$ cat src/rtl/alu_ctrl_pkg.sv
// Shared opcodes, ALU operation codes and decode bundle
// for the ALU-control pipeline stage.
package alu_ctrl_pkg;

    localparam logic [6:0] OP     = 7'b0110011;
    localparam logic [6:0] OP_IMM = 7'b0010011;
    localparam logic [6:0] BRANCH = 7'b1100011;
    localparam logic [6:0] LOAD   = 7'b0000011;
    localparam logic [6:0] STORE  = 7'b0100011;
    localparam logic [6:0] JAL    = 7'b1101111;
    localparam logic [6:0] JALR   = 7'b1100111;
    localparam logic [6:0] LUI    = 7'b0110111;
    localparam logic [6:0] AUIPC  = 7'b0010111;

    localparam logic [6:0] F7_BASE = 7'h00;
    localparam logic [6:0] F7_ALT  = 7'h20;
    localparam logic [6:0] F7_M    = 7'h01;

    typedef enum logic [4:0] {
        ADD    = 5'h00,
        SLL    = 5'h01,
        SLT    = 5'h02,
        SLTU   = 5'h03,
        XOR    = 5'h04,
        SRL    = 5'h05,
        OR     = 5'h06,
        AND    = 5'h07,
        SUB    = 5'h08,
        SRA    = 5'h0D,
        PASSB  = 5'h0F,
        MUL    = 5'h10,
        MULH   = 5'h11,
        MULHSU = 5'h12,
        MULHU  = 5'h13,
        DIV    = 5'h14,
        DIVU   = 5'h15,
        REM    = 5'h16,
        REMU   = 5'h17
    } alu_op_e;

    typedef struct packed {
        logic [4:0] ctrl;
        logic       illegal;
        logic       is_div;
    } alu_dec_t;

endpackage

$ cat src/rtl/alu_ctrl_if.sv
// Decode-side and execute-side handshake bundle
// of the ALU-control pipeline stage.
interface alu_ctrl_if #(
    parameter int CTRL_W = 5
);
    logic              in_valid;
    logic              in_ready;
    logic [6:0]        opcode;
    logic [2:0]        funct3;
    logic [6:0]        funct7;
    logic              out_valid;
    logic              out_ready;
    logic [CTRL_W-1:0] alu_ctrl;
    logic              illegal;
    logic              is_div;

    modport master (
        output in_valid, opcode, funct3, funct7,
        output out_ready,
        input  in_ready, out_valid,
        input  alu_ctrl, illegal, is_div
    );

    modport slave (
        input  in_valid, opcode, funct3, funct7,
        input  out_ready,
        output in_ready, out_valid,
        output alu_ctrl, illegal, is_div
    );
endinterface

$ cat src/rtl/alu_ctrl_decode.sv
// Combinational {opcode, funct3, funct7} to ALU
// operation decoder with optional M-extension.
module alu_ctrl_decode
    import alu_ctrl_pkg::*;
#(
    parameter int EN_M = 0
) (
    input  logic [6:0] opcode,
    input  logic [2:0] funct3,
    input  logic [6:0] funct7,
    output alu_dec_t   dec
);
    logic [4:0] ctrl;
    logic       ill;

    always_comb begin
        ctrl = '0;
        ill  = 1'b0;
        unique case (1'b1)
            opcode == OP: begin
                unique case (1'b1)
                    funct7 == F7_BASE:
                        ctrl = {2'b00, funct3};
                    funct7 == F7_ALT &&
                    (funct3 == 3'b000 || funct3 == 3'b101):
                        ctrl = {2'b01, funct3};
                    funct7 == F7_M && EN_M != 0:
                        ctrl = {2'b10, funct3};
                    default:
                        ill = 1'b1;
                endcase
            end
            opcode == OP_IMM: begin
                // Shift immediates reuse funct7 as the shift-type field
                if (funct3 == 3'b101 && funct7 == F7_ALT)
                    ctrl = SRA;
                else if (funct3[1:0] == 2'b01 &&
                         funct7 != F7_BASE)
                    ill = 1'b1;
                else
                    ctrl = {2'b00, funct3};
            end
            opcode == BRANCH: begin
                unique case (funct3[2:1])
                    2'b00:   ctrl = SUB;
                    2'b10:   ctrl = SLT;
                    2'b11:   ctrl = SLTU;
                    default: ill  = 1'b1;
                endcase
            end
            opcode == LOAD || opcode == STORE ||
            opcode == JAL || opcode == JALR ||
            opcode == AUIPC:
                ctrl = ADD;
            opcode == LUI:
                ctrl = PASSB;
            default:
                ill = 1'b1;
        endcase
    end

    assign dec = '{
        ctrl:    ctrl,
        illegal: ill,
        is_div:  ctrl[4] & ctrl[2]
    };
endmodule

$ cat src/rtl/alu_ctrl_pipe.sv
// ALU-control stage: decode behind a 2-entry skid
// buffer with flush and divider issue throttling.
module alu_ctrl_pipe
    import alu_ctrl_pkg::*;
#(
    parameter int CTRL_W  = 5,
    parameter int EN_M    = 0,
    parameter int DIV_LAT = 4
) (
    input logic       clk,
    input logic       rst,
    input logic       flush,
    alu_ctrl_if.slave bus
);
    localparam int CNT_W =
        (DIV_LAT > 0) ? $clog2(DIV_LAT + 1) : 1;

    alu_dec_t         dec;
    alu_dec_t         main_q, main_d;
    alu_dec_t         skid_q, skid_d;
    logic             main_v, main_v_d;
    logic             skid_v, skid_v_d;
    logic             in_ready_q;
    logic [CNT_W-1:0] cnt, cnt_d;
    logic             thr;
    logic             out_valid;
    logic             in_fire;
    logic             out_fire;

    alu_ctrl_decode #(
        .EN_M(EN_M)
    ) u_dec (
        .opcode(bus.opcode),
        .funct3(bus.funct3),
        .funct7(bus.funct7),
        .dec   (dec)
    );

    assign thr       = (cnt != '0);
    assign out_valid = main_v & ~thr;
    assign in_fire   = bus.in_valid & in_ready_q;
    assign out_fire  = out_valid & bus.out_ready;

    always_comb begin
        main_d   = main_q;
        skid_d   = skid_q;
        main_v_d = main_v;
        skid_v_d = skid_v;
        cnt_d    = cnt;
        if (flush) begin
            main_v_d = 1'b0;
            skid_v_d = 1'b0;
            cnt_d    = '0;
        end else begin
            if (out_fire && main_q.is_div && DIV_LAT > 0)
                cnt_d = CNT_W'(DIV_LAT);
            else if (thr)
                cnt_d = cnt - 1'b1;
            // in_fire implies skid empty, so it never collides
            // with a skid-to-main move
            if (!main_v || out_fire) begin
                if (skid_v) begin
                    main_d   = skid_q;
                    main_v_d = 1'b1;
                    skid_v_d = 1'b0;
                end else if (in_fire) begin
                    main_d   = dec;
                    main_v_d = 1'b1;
                end else begin
                    main_v_d = 1'b0;
                end
            end else if (in_fire) begin
                skid_d   = dec;
                skid_v_d = 1'b1;
            end
        end
    end

    always_ff @(posedge clk or posedge rst) begin
        if (rst) begin
            main_q     <= '0;
            skid_q     <= '0;
            main_v     <= 1'b0;
            skid_v     <= 1'b0;
            cnt        <= '0;
            in_ready_q <= 1'b1;
        end else begin
            main_q     <= main_d;
            skid_q     <= skid_d;
            main_v     <= main_v_d;
            skid_v     <= skid_v_d;
            cnt        <= cnt_d;
            in_ready_q <= ~skid_v_d;
        end
    end

    assign bus.in_ready  = in_ready_q;
    assign bus.out_valid = out_valid;
    assign bus.alu_ctrl  = CTRL_W'(main_q.ctrl);
    assign bus.illegal   = main_q.illegal;
    assign bus.is_div    = main_q.is_div;
endmodule

$ cat src/flat_wrapper.sv
// flat-port wrapper written by rule: the top's interface ports become plain ports
module alu_ctrl_pipe_flat import alu_ctrl_pkg::*;
#(
    parameter int CTRL_W  = 5,
    parameter int EN_M    = 0,
    parameter int DIV_LAT = 4
)
  (clk, rst, flush, bus_in_valid, bus_opcode, bus_funct3, bus_funct7, bus_out_ready, bus_in_ready, bus_out_valid, bus_alu_ctrl, bus_illegal, bus_is_div);
  alu_ctrl_if #(.CTRL_W(CTRL_W)) bus_i ();
  input logic clk;
  input logic rst;
  input logic flush;
  input wire logic [$bits(bus_i.in_valid)-1:0] bus_in_valid;
  input wire logic [$bits(bus_i.opcode)-1:0] bus_opcode;
  input wire logic [$bits(bus_i.funct3)-1:0] bus_funct3;
  input wire logic [$bits(bus_i.funct7)-1:0] bus_funct7;
  input wire logic [$bits(bus_i.out_ready)-1:0] bus_out_ready;
  output wire logic [$bits(bus_i.in_ready)-1:0] bus_in_ready;
  output wire logic [$bits(bus_i.out_valid)-1:0] bus_out_valid;
  output wire logic [$bits(bus_i.alu_ctrl)-1:0] bus_alu_ctrl;
  output wire logic [$bits(bus_i.illegal)-1:0] bus_illegal;
  output wire logic [$bits(bus_i.is_div)-1:0] bus_is_div;
  assign bus_i.in_valid = bus_in_valid;
  assign bus_i.opcode = bus_opcode;
  assign bus_i.funct3 = bus_funct3;
  assign bus_i.funct7 = bus_funct7;
  assign bus_i.out_ready = bus_out_ready;
  assign bus_in_ready = bus_i.in_ready;
  assign bus_out_valid = bus_i.out_valid;
  assign bus_alu_ctrl = bus_i.alu_ctrl;
  assign bus_illegal = bus_i.illegal;
  assign bus_is_div = bus_i.is_div;
  alu_ctrl_pipe #(.CTRL_W(CTRL_W), .EN_M(EN_M), .DIV_LAT(DIV_LAT)) u_core (.clk(clk), .rst(rst), .flush(flush), .bus(bus_i));
endmodule
$ cat config.mk
export PLATFORM = sky130hd
export DESIGN_NAME = alu_ctrl_pipe_flat
export DESIGN_NICKNAME = d
export VERILOG_FILES = /design/src/rtl/alu_ctrl_pkg.sv /design/src/rtl/alu_ctrl_if.sv /design/src/rtl/alu_ctrl_decode.sv /design/src/rtl/alu_ctrl_pipe.sv /design/src/flat_wrapper.sv
export SDC_FILE = /design/constraint.sdc
export NUM_CORES = 1
export LEC_CHECK = 0
export CAP_MARGIN = 10
export CORE_AREA = 4 4 66 68
export DETAILED_ROUTE_END_ITERATION = 8
export DIE_AREA = 0 0 70 72
export GPL_TIMING_DRIVEN = 0
export PLACE_DENSITY = 0.53
export RECOVER_POWER = 50
export SLEW_MARGIN = 20
export SYNTH_ARGS = -nofsm -noshare
export SYNTH_HDL_FRONTEND = slang
export SYNTH_SLANG_ARGS = --single-unit
$ cat constraint.sdc
create_clock -name clk -period 3.2 [get_ports clk]
set_clock_uncertainty 0.2 [all_clocks]
set_input_delay 0.64 -clock clk [delete_from_list [all_inputs] [get_ports clk]]
set_output_delay 0.64 -clock clk [all_outputs]
set_load 0.1 [all_outputs]
==> After elaboration in Yosys (flattened, before gate mapping) <==
Cells that the tools add are included.
{ "word_totals": {"ff_bits": 20, "latch_bits": 0, "ramBits": 0, "mem_bits_ro": 0, "wordCells": 79, "n_memories": 0} }
{ "classes": {"add_sub_neg": 1, "multipliers": 0, "n_div": 0, "magnitude_cmp": 0, "n_eq_ne": 14, "shifts": 0, "muxes": 22, "n_bitwise": 8, "reduce_logical": 24} }
{ "op_table": {"columns": ["op", "count"], "rows": [
  ["equality test 7 x 6 -> 1 bit (second input constant)", 4],
  ["equality test 7 bit (second input constant)", 3],
  ["case mux 5 bit (4 select lines)", 1],
  ["equality test 7 x 5 -> 1 bit (second input constant)", 2],
  ["2-to-1 mux 7 bit", 2],
  ["2-to-1 mux 3 bit", 4],
  ["case mux 4 bit (3 select lines)", 1],
  ["2-to-1 mux 1 bit", 11],
  ["case mux 4 bit (2 select lines)", 1],
  ["equality test 7 x 2 -> 1 bit (second input constant)", 1],
  ["zero test 7 bit", 1],
  ["nonzero test 7 bit", 1],
  ["logical OR 1 bit", 6],
  ["AND reduction 3 bit", 2],
  ["nonzero test 3 bit", 2],
  ["bitwise AND 1 bit", 4],
  ["equality test 2 bit (second input constant)", 2],
  ["logical AND 1 bit", 4],
  ["2-to-1 mux 4 bit", 1],
  ["NOT 1 bit", 4],
  ["case mux 1 bit (4 select lines)", 1],
  ["nonzero test 2 bit", 2],
  ["OR reduction 2 bit", 2],
  ["equality test 3 bit (second input constant)", 1],
  ["6 further kinds", 6]
]} }

==> Logic depth before layout (Yosys ltp) <==
Gate-level depths: netlist of run 1.
{ "depth": {"depth_word": 9, "mapped_depth": 9} }

==> Cells and area by module <==
Synthesis of run 1 repeated with hierarchy kept, for this count alone.
{ "hier_totals": {"hier_cells": 125, "hier_area_um2": 1348.8} }
{ "modules_own_cells": {"columns": ["module", "instances", "cells_per_inst", "area_each_um2", "seq_area_each_um2"], "rows": [
  ["alu_ctrl_pipe", 1, 71, 962.2, 501.7],
  ["alu_ctrl_decode", 1, 54, 386.6, 0.0]
]} }

==> Least setup slack after synthesis of run 1 <==
No wires, ideal clock.
{ "synth_path": {"path_type": "register to output", "from": "reg u_core.cnt[0]", "to": "out bus_out_valid", "arrival_time_ns": 1.690, "required_time_ns": 2.360, "setup_slack_ns": 0.670, "path_stages_with_launch": 6, "path_buffers": 1, "cell_sequence": "dfrtp_1 -> inv_1 -> ha_1 -> ha_1 -> clkbuf_1 -> and2_1"} }
{ "synth_between": {"elab_chain_len": 3} }
{ "synth_rtl": {"columns": ["item", "line_no", "text"], "rows": [
  ["start, declared", "alu_ctrl_pipe.sv:24", "logic [CNT_W-1:0] cnt, cnt_d;"],
  ["start signal, assigned", "alu_ctrl_pipe.sv:92", "cnt <= cnt_d;"],
  ["nonzero test 3 bit", "alu_ctrl_pipe.sv:39", "assign thr = (cnt != '0);"],
  ["NOT 1 bit", "alu_ctrl_pipe.sv:40", "assign out_valid = main_v & ~thr;"],
  ["bitwise AND 1 bit", "alu_ctrl_pipe.sv:40", null],
  ["end, declared", "flat_wrapper.sv:19", "output wire logic [$bits(bus_i.out_valid)-1:0] bus_out_valid;"]
]} }
Every way passes these cells.

==> Worst setup path after layout of run 1 <==
Ends and elaborated chain as after synthesis.

==> flow_summary.toml, run 1 <==
[yosys]
syn_area_mm2 = 0.00108
synth.avg_cell_area_um2 = 8.53
netlist_top_cells_area = "dfrtp_1 (35%), nor2_1 (5.9%), a21oi_1 (4.6%), inv_1 (4.2%), nand2_1 (4.2%)"
synthCells = 127
synthArstFlopShare_pct = 100
synth_top_cell_area_share_pct = 34.6
synth_top_cell_by_area = "dfrtp_1"
synth-edff-count = 0
ys_seq_area_share_pct = 37.1
ys.flop_type = "dfrtp_1"
ys_types = 48
ys_ff_latch = 16
yosys_warnings = 0

[placed_design]
dp_cells = 204
dpl_cell_area_mm2 = 0.00141
dp_slack_ns = 0.0777
post-dp-hpwl_um = 2030
gp_congestion = 0.920
numPortBuffers = 26

[timing]
setup_tns_ns = 0
slew_violations = 0
maxSlewHeadroom_pct = 34.2
fmax_mhz = 327
layout_setup_ws_ns = 0.142
setup_viol = 0
hold_viol = 0
rsz0062_at_grt = "false"
period_needed_ns = 3.06
worstMarginPinSlew_ns = 0.984
finalCritPeriodShare_pct = 95.6

[power_and_ir_drop]
powerDensity_mw_per_mm2 = 619
power_leakage_nw = 0.608
peakVddDrop_mv = 0.162

[critical_path]
r2r_end = "u_core.skid_q[3]"
critical_path_depth = 6
worstPathMaxFanout = 8
critical_path.most_common_cell = "ha_1"
cp_slowest_cell = "clkdlybuf4s15_1"
cpPeakStageDelay_ns = 0.81
path_cells = "inv_1, ha_1, ha_1, clkbuf_1, and2_1, clkdlybuf4s15_1"
reg2reg_slack_ns = 0.88
path_class = "flop to primary output"
path_delay_family = "buffers and inverters"
critPathBufInv = 3
critPathLaunchType = "flop"
worstPathRequired_ns = 2.36
ff2ff_path_depth = 8
arrival_ns = 2.22
regToRegStartpoint = "u_core.cnt[0]"
end_kind = "primary output"

[final_layout]
regArea_um2 = 402
areaGrowthSynthToFinish_pct = 34.3
multi_input_area_um2 = 603
postLayoutCellArea_mm2 = 0.00146
num_antenna_cells = 0
stdcell_count = 208
final_common_cell = "clkdlybuf4s50_1"
nets = 183
mostFrequentLayoutCells = "clkdlybuf4s50_1 (24), nor2_1 (17), dfrtp_1 (15)"
num-fill-cells = 416
layout-drive-gt1-share_pct = 9.49

[clocking]
cts_root_buffer = "clkbuf_8"
cts_buffers = 3
post_cts_resized = 1
cts_hold_buf = 0
worstSkewPairLatency_ns = 0.25
clk_pin_slew_ns = 0.06
cts_buffer_depth = 2
cts_sinks = 16
cts_setup_buffers = 0
cts-htree-levels = 1
cts_tree = "done"

[routing]
drt_iter0_drc = 47
vias = 1026
detail-route-antenna-nets = 0
first_pass_iters = 4
post-route-drc-count = 0
post_drt_wl_per_cell_um = 12.2
drt-vias-per-instance = 4.93
routed_wl_um = 2540

[hold_path]
worstHoldPathCells = 2
min_from = "u_core.bus.alu_ctrl[1]"
hold_path_class = "flop to flop"
min_to = "u_core.bus.alu_ctrl[1]"

[floorplan]
io_pins = 31
coreArea_mm2 = 0.00386
rows = 23
dieArea_mm2 = 0.00504
die_h_um = 72
die_x_um = 70
initial_core_util_pct = 28.1

[global_routing]
grt_max_degree = 17
grt_pass1_vias = 1001
grt_pass1_wl_um = 4310
grt_use_total_pct = 10.4
grt_overflow = 0
antenna_found_initial = 0

[status]
status = "finished, final reports clean"

[run]
drv_cap = 0
## tightest hold or removal path: cells and delay by family (launching register included)
kind	cells	cell delay [ns]
flops	1	0.35
compound gates	1	0.06
simple gates	1	0.05
## layer usage
metal  global-route usage [%]  share of wire, %  routed length (um)
met5                        0                 0                   0
met4                     4.47               1.9                  49
met3                     2.08               5.8                 146
met2                     16.5                44                1120
met1                     13.8                48                1220
## state kept, by name, summed over array words and instances, names as in the netlist
signal / count
u_core.cnt: 3
u_core.skid_v: 1
u_core.bus.alu_ctrl: 4
u_core.skid_q: 5
u_core.bus.illegal: 1
u_core.main_v: 1
u_core.bus.in_ready: 1
## how the worst max path moves through the flow
stage	from	slack (ns)	endpoint
2_1_floorplan	u_core.cnt[0]	0.67	bus_out_valid
3_3_place_gp	u_core.cnt[0]	0.12	bus_out_valid
3_5_place_dp	u_core.cnt[0]	0.08	bus_out_valid
4_1_cts	u_core.cnt[0]	0.09	bus_out_valid
5_1_grt	u_core.cnt[0]	0.02	bus_out_valid
6_report	u_core.cnt[0]	0.14	bus_out_valid
## power by group
group	internal [mW]	switching [mW]	leakage (nW)	total (mW)
sequential	0.264	0.0321	0.199	0.296
combinational	0.138	0.310	0.386	0.448
clock	0.0883	0.0680	0.0228	0.156
total	0.491	0.410	0.608	0.901
## cells by family (layout without fill, tap and decap cells)
kind of cell	count (synthesis)	in the layout	synth area share, %
XOR/XNOR	2	2	1.62
buffers and inverters	17	47	7.62
multiplexers	1	1	1.04
flip-flops	16	16	37.1
AND/OR/NAND/NOR	49	49	25.9
AO/OA/AOI/OAI	39	39	24.1
adder cells (fa/ha/maj)	2	2	2.31
other	1	2	0.346
## layout make-up
cell class	count	area share, %
Buffer	5	2.58
Clock buffer	4	3.10
Inverter	12	3.10
Multi-Input combinational cell	95	41.4
Sequential cell	16	27.6
Tap cell	50	4.30
Timing Repair Buffer	26	17.9
## cells in the mapped netlist (all sizes together) (2+ instances only)
| library cell | count |
|---|---|
| a21oi | 11 |
| o21ai | 8 |
| nand3 | 2 |
| a31oi | 3 |
| ha | 2 |
| dfrtp | 15 |
| nor3 | 4 |
| nor2 | 17 |
| inv | 12 |
| a211oi | 2 |
| o41ai | 3 |
| a22oi | 2 |
| and3 | 3 |
| buf | 4 |
| nand2 | 12 |
## through the flow
stage	hold WS (ns)	power, mW	utilization (%)
4_1_cts	0.292	0.908	37.7
3_5_place_dp	0.278	0.755	36.6
3_3_place_gp	0.272	0.745	36.6
5_1_grt	0.313	0.962	37.7
2_1_floorplan	0.275	0.638	-
6_report	0.287	0.901	37.7
(Power assumes the default switching activity.)
==> run 2: changes to the inputs <==
--- a/config.mk
+++ b/config.mk
@@ -6,11 +6,12 @@
 export NUM_CORES = 1
 export LEC_CHECK = 0
 export CAP_MARGIN = 10
-export CORE_AREA = 4 4 66 68
+export CORE_AREA = 4 4 52 54
 export DETAILED_ROUTE_END_ITERATION = 8
-export DIE_AREA = 0 0 70 72
+export DIE_AREA = 0 0 56 58
 export GPL_TIMING_DRIVEN = 0
-export PLACE_DENSITY = 0.53
+export HOLD_SLACK_MARGIN = 0.02
+export PLACE_DENSITY = 0.81
 export RECOVER_POWER = 50
 export SLEW_MARGIN = 20
 export SYNTH_ARGS = -nofsm -noshare
==> constraint.sdc (replaced) <==
create_clock -name clk -period 3.6 [get_ports clk]
set_clock_uncertainty 0.2 [all_clocks]
set_input_delay 0.72 -clock clk [delete_from_list [all_inputs] [get_ports clk]]
set_output_delay 0.72 -clock clk [all_outputs]
set_load 0.1 [all_outputs]
==> run 2 against run 1 <==
Net effect: final area is 3.0% lower; sequential share of layout area is 0.86 points higher; die area shrank 36%; global-route usage up 7.3 points; combinational power shrank 8.9%; worst hold slack improved by 0.024 ns; flip-flop and latch count did not move; total power decreased by 15%; count of clock-buffer cells in the layout unchanged; via count up 3.4%; register-to-register slack improved by 0.34 ns.
==> flow_summary.toml, run 2 (synthesis results as in run 1) <==
[clocking]
cts_sinks = 16
worstSkewPairLatency_ns = 0.29
cts_buffer_depth = 2
cts_root_buffer = "clkbuf_4"
cts_buffers = 3
clk_pin_slew_ns = 0.09
cts_tree = "done"
cts-htree-levels = 1

[floorplan]
die_x_um = 56
initial_core_util_pct = 49.0
dieArea_mm2 = 0.00325
io_pins = 31
die_h_um = 58
coreArea_mm2 = 0.00221
rows = 17

[critical_path]
worstPathMaxFanout = 8
worstPathRequired_ns = 2.68
critPathLaunchType = "flop"
end_kind = "primary output"
path_class = "flop to primary output"
ff2ff_path_depth = 8
arrival_ns = 2.23

[routing]
detail-route-antenna-nets = 0
post_drt_wl_per_cell_um = 14.3
drt_iter0_drc = 22
routed_wl_um = 2660
post-route-drc-count = 0
vias = 1061
drt-vias-per-instance = 5.70
first_pass_iters = 4

[placed_design]
numPortBuffers = 26
dp_slack_ns = 0.373
dp_cells = 182
dpl_cell_area_mm2 = 0.00138
gp_congestion = 0.829
post-dp-hpwl_um = 2150

[global_routing]
grt_use_total_pct = 17.6
grt_pass1_vias = 1051
grt_overflow = 0
grt_pass1_wl_um = 4670
grt_max_degree = 17
antenna_found_initial = 0

[timing]
hold_viol = 0
fmax_mhz = 318
setup_tns_ns = 0
finalCritPeriodShare_pct = 87.4
period_needed_ns = 3.15
worstMarginPinSlew_ns = 0.975
rsz0062_at_grt = "false"
hold_slack_ns = 0.311
layout_setup_ws_ns = 0.455
maxSlewHeadroom_pct = 34.9
setup_viol = 0
slew_violations = 0

[final_layout]
areaGrowthSynthToFinish_pct = 30.3
postLayoutCellArea_mm2 = 0.00141
num-fill-cells = 197
num_antenna_cells = 0
layout-drive-gt1-share_pct = 9.49
fin_util_pct = 63.8
final_common_cell = "clkdlybuf4s50_1"
multi_input_area_um2 = 603
regArea_um2 = 402
nets = 183
largest_register_ffs = 5
stdcell_count = 186
mostFrequentLayoutCells = "clkdlybuf4s50_1 (24), nor2_1 (17), dfrtp_1 (15)"
regMostFlops = "u_core.skid_q"

[power_and_ir_drop]
p_clk_share_pct = 12.6
p_switching_mw = 0.367
power.internal_mw = 0.403
peakVddDrop_mv = 0.458
p_comb_share_pct = 53.0
power_leakage_nw = 0.615
pwr-share-seq_pct = 34.4
powerDensity_mw_per_mm2 = 545
p_sw_share_pct = 47.6
total_power_mw = 0.770

[hold_path]
worstHoldPathCells = 2
hold_path_class = "flop to flop"

[status]
status = "finished, final reports clean"

[run]
drv_cap = 0
[run 2: cell count changes in the layout (fill, tap and decap cells not counted)]
cell,before,now
dlymetal6s2s_1,0,1
clkbuf_4,0,3
clkbuf_8,3,0
clkdlybuf4s15_1,1,0
[run 2: worst paths after layout]
| kind | start | endpoint | slack [ns] |
|---|---|---|---|
| min | u_core.bus.alu_ctrl[2] | u_core.bus.alu_ctrl[2] | 0.31 |
| min in group asynchronous | rst | u_core.cnt[1] | 0.73 |
| min reg2reg | u_core.bus.alu_ctrl[2] | u_core.bus.alu_ctrl[2] | 0.31 |
| max in group asynchronous | rst | u_core.skid_q[1] | 2.06 |
| max | u_core.cnt[0] | bus_out_valid | 0.45 |
| max reg2reg | u_core.cnt[0] | u_core.skid_q[3] | 1.22 |
[run 2: final cells by class]
class,count,area share [%]
clock buffers,4,1.86
repair buffers,26,18.6
flip-flops and latches,16,28.5
multi-input cells,95,42.7
well taps,28,2.48
inverters,12,3.19
plain buffers,5,2.66
[run 2: layer usage]
metal / GRT usage (%) / vias up / wire (um)
li1: - / 523 / -
met1: 23.2 / 503 / 1170
met2: 29.4 / 29 / 1310
met3: 4.45 / 6 / 137
met4: 3.73 / 0 / 40
met5: 0 / - / 0
[run 2: critical path: stages (launching register included)]
cell	delay, ns
dfrtp_1	0.40
inv_1	0.06
ha_1	0.14
ha_1	0.13
clkbuf_1	0.28
and2_1	0.17
dlymetal6s2s_1	0.74
[run 2: what timing repair did]
| action | in CTS | in global routing |
|---|---|---|
| hold buffers | 0 | 0 |
| endpoints found under the setup margin | 0 | 1 |
| setup buffers | 0 | 0 |
| gates resized for setup | 0 | 1 |
[run 2: power by group through the flow]
stage	sequential (mW)	combinational, mW	clock, mW
after detailed placement	0.269	0.409	0
after global routing	0.273	0.442	0.108
after global placement	0.264	0.395	0
after CTS	0.265	0.410	0.102
after floorplan	0.376	0.191	0
final	0.265	0.408	0.0967
